**src/rtl/btn_debouncer.sv**
```systemverilog
// btn_debouncer: per-lane 2-FF synchronizer plus stability counter
// that yields clean button levels and one-cycle press/release pulses.
module btn_debouncer #(
    parameter int N_BTNS          = 4,
    parameter int DEBOUNCE_CYCLES = 500000,
    parameter int CNT_W           = 20
) (
    input  logic              clk,
    input  logic              rst,
    input  logic [N_BTNS-1:0] btns_raw,
    output logic [N_BTNS-1:0] btns_clean,
    output logic [N_BTNS-1:0] press_pulse,
    output logic [N_BTNS-1:0] release_pulse
);

    // Lane state = {clean level, counting-or-mismatched}
    localparam logic [1:0] STABLE_LO = 2'b00;
    localparam logic [1:0] CNT_HI    = 2'b01;
    localparam logic [1:0] STABLE_HI = 2'b10;
    localparam logic [1:0] CNT_LO    = 2'b11;

    localparam logic [CNT_W-1:0] CNT_LAST = CNT_W'(DEBOUNCE_CYCLES - 1);
    localparam logic [CNT_W-1:0] CNT_ONE  = CNT_W'(1);

    logic [N_BTNS-1:0] sync1;
    logic [N_BTNS-1:0] sync2;

    // Two-flop synchronizer; only sync2 is seen by the lane logic
    always_ff @(posedge clk or posedge rst) begin
        if (rst) begin
            sync1 <= '0;
            sync2 <= '0;
        end else begin
            sync1 <= btns_raw;
            sync2 <= sync1;
        end
    end

    for (genvar i = 0; i < N_BTNS; i++) begin : g_lane
        logic [CNT_W-1:0] cnt;
        logic [CNT_W-1:0] cnt_nxt;
        logic             clean;
        logic             press;
        logic             rel;
        logic             busy;
        logic             accept;
        logic [1:0]       state;

        assign busy  = (cnt != '0) || (sync2[i] != clean);
        assign state = {clean, busy};

        // Next count and acceptance from the lane state
        always_comb begin
            cnt_nxt = '0;
            accept  = 1'b0;
            unique case (state)
                STABLE_LO, STABLE_HI: begin
                    cnt_nxt = '0;
                end
                CNT_HI, CNT_LO: begin
                    if (sync2[i] == clean) begin
                        cnt_nxt = '0;
                    end else if (cnt == CNT_LAST) begin
                        cnt_nxt = '0;
                        accept  = 1'b1;
                    end else begin
                        cnt_nxt = cnt + CNT_ONE;
                    end
                end
            endcase
        end

        // Counter, accepted level and registered edge pulses
        always_ff @(posedge clk or posedge rst) begin
            if (rst) begin
                cnt   <= '0;
                clean <= 1'b0;
                press <= 1'b0;
                rel   <= 1'b0;
            end else begin
                cnt   <= cnt_nxt;
                press <= accept & sync2[i];
                rel   <= accept & ~sync2[i];
                if (accept) begin
                    clean <= sync2[i];
                end
            end
        end

        assign btns_clean[i]    = clean;
        assign press_pulse[i]   = press;
        assign release_pulse[i] = rel;
    end

endmodule
```
**config.mk**
```make
export PLATFORM = sky130hd
export DESIGN_NAME = btn_debouncer
export DESIGN_NICKNAME = d
export VERILOG_FILES = /design/src/rtl/btn_debouncer.sv
export SDC_FILE = /design/constraint.sdc
export NUM_CORES = 1
export LEC_CHECK = 0
export CAP_MARGIN = 20
export CORE_MARGIN = 2
export CORE_UTILIZATION = 65
export CTS_CLUSTER_SIZE = 16
export DETAILED_ROUTE_END_ITERATION = 10
export GPL_ROUTABILITY_DRIVEN = 0
export PLACE_DENSITY = 0.8
export SLEW_MARGIN = 20
export SYNTH_ARGS = -nofsm -noshare
export SYNTH_HDL_FRONTEND = slang
export SYNTH_SLANG_ARGS = --single-unit
```
**constraint.sdc**
```tcl
create_clock -name clk -period 6.8 [get_ports clk]
set_input_delay 1.36 -clock clk [delete_from_list [all_inputs] [get_ports clk]]
set_output_delay 1.36 -clock clk [all_outputs]
set_load 0.01 [all_outputs]
```
==> summary.md <==
| Metric | Value |
|---|---|
| Fill cells | 542 |
| CTS Buffer Depth | 2 |
| Fraction of registers with async set/reset | 100% |
| Syn_nets | around 500 |
| Final period util | 40.0% |
| Critical Path Source Type | flop |
| Std cell rows | 31 |
| Setup TNS | 0 ns |
| CTS tree | built |
| Crit-path slowest cell | clkdlybuf4s50_1 |
| Post-synth EDFFs | 0 |
| CP peak stage delay | around 0.58 ns |
| Crit path required time | 5.44 ns |
| Count leader, synth | dfrtp_1 |
| Top-area cell type share of the netlist area | about half |
| Core box area | 7250 sq um |
| Final setup margin | just over 4 ns |
| Max-Cap Viols | 0 |
| Synth top area cells | dfrtp_1, xnor2_1, nor2_1 |
| Cell area after synthesis | 4860 sq um |
| DRT antenna net count | 0 |
| P per Cell Area | 204 nW/um^2 |
| I/O Buffers | 17 |
| GRT Overall Usage | around a quarter |
| Max Freq | 368 MHz |
| Area of the multi-input gates | 2160 sq um |
| First-pass GRT wire length | roughly 15000 um |
| Vias in the first global route | 3418 |
| Outcome | finished, final reports clean |
| Pre-CTS WS | 3.80 ns |
| Final worst clock skew | around 0.0066 ns |
| IO Pins | 18 |
| H-tree levels | 3 |
| Buf/Inv on CP | 1 |
| WP data arrival | 1.36 ns |
| Peak supply drop | 0.126 mV |
| Fin. Hold Viols | 0 |
| R2R Setup Slk | 4.57 ns |
| Nets | 505 |
| Gate Count Post-Synth | 485 |
| Cells along the critical path | clkdlybuf4s50_1 |
| Relative slew slack | 49.5% |
| Hpwl dp | 5900 um |
| Synth-to-layout area growth | 8.55% |
| Synth area leader | dfrtp_1 |
| Total Wirelength | approximately 9000 um |
| Hold-fix buffers, CTS | 0 |
| Final min period | between 2 and 3 ns |
| #FFs+latches synth | 100 |
| Starting Density | 67.0% |
| Yosys warns | 0 |
| Delay-heaviest family, CP | buffers and inverters |
| Die H | 90.4 um |
| Layout cells sized above 1 | 7.26% |
| Vias per cell | 5.90 |
| CTS clk-pin slew, worst paths | 0.09 ns |
| Antenna violations before repair | 0 |
| CTS buffer count | 9 |
| Iter 0 DRT Violations | 144 |
| Crit end category | output port |
| Slew @ Worst Pin | 0.757 ns |
| PostCTS Resize Cnt | 0 |
| Largest net degree at the start of global routing | between 80 and 90 |
| HP Class | reg -> reg |
| Post-synth top cells | dfrtp_1, nor2_1, xnor2_1 |
| Root buffer cell | clkbuf_8 |
| Crit Path Class | reg -> out |
| Via Count | 3508 |
| Ant. Diodes | 0 |
| Reg area | 2500 sq um |
| TritonRoute pass-1 iters | 4 |
| Syn_area_per_cell | 10.0 sq um |
| RSZ-0062 raised after global routing | false |
| Worst-Skew Late Latency | 0.36 ns |
| Die width | 90.4 um |
| Ys flop type | dfrtp_1 |
| Seq/Total Area, Yosys | 51.5% |
| Routed len/inst | around 15 um |
| Final setup vio count | 0 |
| Post-CTS Setup Bufs | 0 |
| Unique masters post-synth | 40 |
| DR DRC count | 0 |
| Grt ovf | 0 |
| Leakage power | approximately 2.1 nW |
| Fin. max-slew vios | 0 |
| CP Max Fanout | 5 |
| CTS sink count | 100 |
| Die area | ~8200 sq um |
==> through the flow <==
stage                     power (mW)  instances  instance area [sq um]  hold WS (ns)  util, %
after floorplan                0.649        485                   4860         0.331        -
after global placement         0.660        579                   5020         0.333     69.2
after global routing            1.12        595                   5270         0.369     72.7
final                           1.08        595                   5270         0.357     72.7
after CTS                       1.09        595                   5270         0.360     72.6
after detailed placement       0.662        579                   5030         0.338     69.4
==> cell type report <==
cell class	count	area share [%]
Clock buffer	11	2.87
Tap cell	99	2.35
Timing Repair Buffer	18	3.44
Sequential cell	100	47.5
Clock inverter	5	1.57
Multi-Input combinational cell	344	41.0
Inverter	18	1.33
==> metal layers <==
layer  routed length (um)  global-route usage (%)  vias up
met5                    0                       0        -
met3                  349                    6.59       11
met2                 4250                    38.0       71
met1                 4120                    31.1     1702
li1                     -                       -     1724
met4                   91                    6.41        0
==> flip-flops by register name (all words and copies together), names as in the netlist <==
name          flops
sync2             4
sync1             4
g_lane.rel        4
g_lane.cnt       80
g_lane.clean      4
g_lane.press      4
==> logic make-up (layout without fill, tap and decap cells) <==
family,count (synthesis),count (layout),share of synthesized area [%]
fa+ha+maj,8,8,2.06
simple gates,229,229,25.3
buf+inv,41,52,4.25
flops,100,100,51.5
xor+xnor,51,51,9.20
compound gates,50,50,6.31
mux,6,6,1.34
==> power breakdown <==
group          switching (mW)  internal, mW  leakage, nW
Sequential             0.0100         0.602         1.37
Clock                   0.199         0.229        0.120
Combinational          0.0259        0.0117        0.568
Total                   0.235         0.843         2.06
==> cell usage in the layout, fill, tap and decap left out, drive strengths merged, types with 17 or more instances in the layout <==
cell type / Yosys / routed
nand4: 25 / 25
nand2: 27 / 27
clkdlybuf4s50: 0 / 17
nor2: 61 / 61
xor2: 17 / 17
dfrtp: 100 / 100
nand3: 27 / 27
xnor2: 34 / 34
inv: 18 / 19
a21oi: 23 / 23
==> worst paths after layout <==
path | startpoint | endpoint | depth (start not counted)
min in group asynchronous | rst | g_lane[3].press$_DFF_PP0_ | 2
setup / recovery | g_lane[3].clean$_DFFE_PP0P_ | btns_clean[3] | 1
max in group asynchronous | rst | sync2[2]$_DFF_PP0_ | 3
hold reg to reg | sync1[0]$_DFF_PP0_ | sync2[0]$_DFF_PP0_ | 0
hold / removal | sync1[0]$_DFF_PP0_ | sync2[0]$_DFF_PP0_ | 0
setup reg to reg | g_lane[3].cnt[0]$_DFF_PP0_ | g_lane[3].cnt[16]$_DFF_PP0_ | 5
Power figures use the tool's default switching activity.
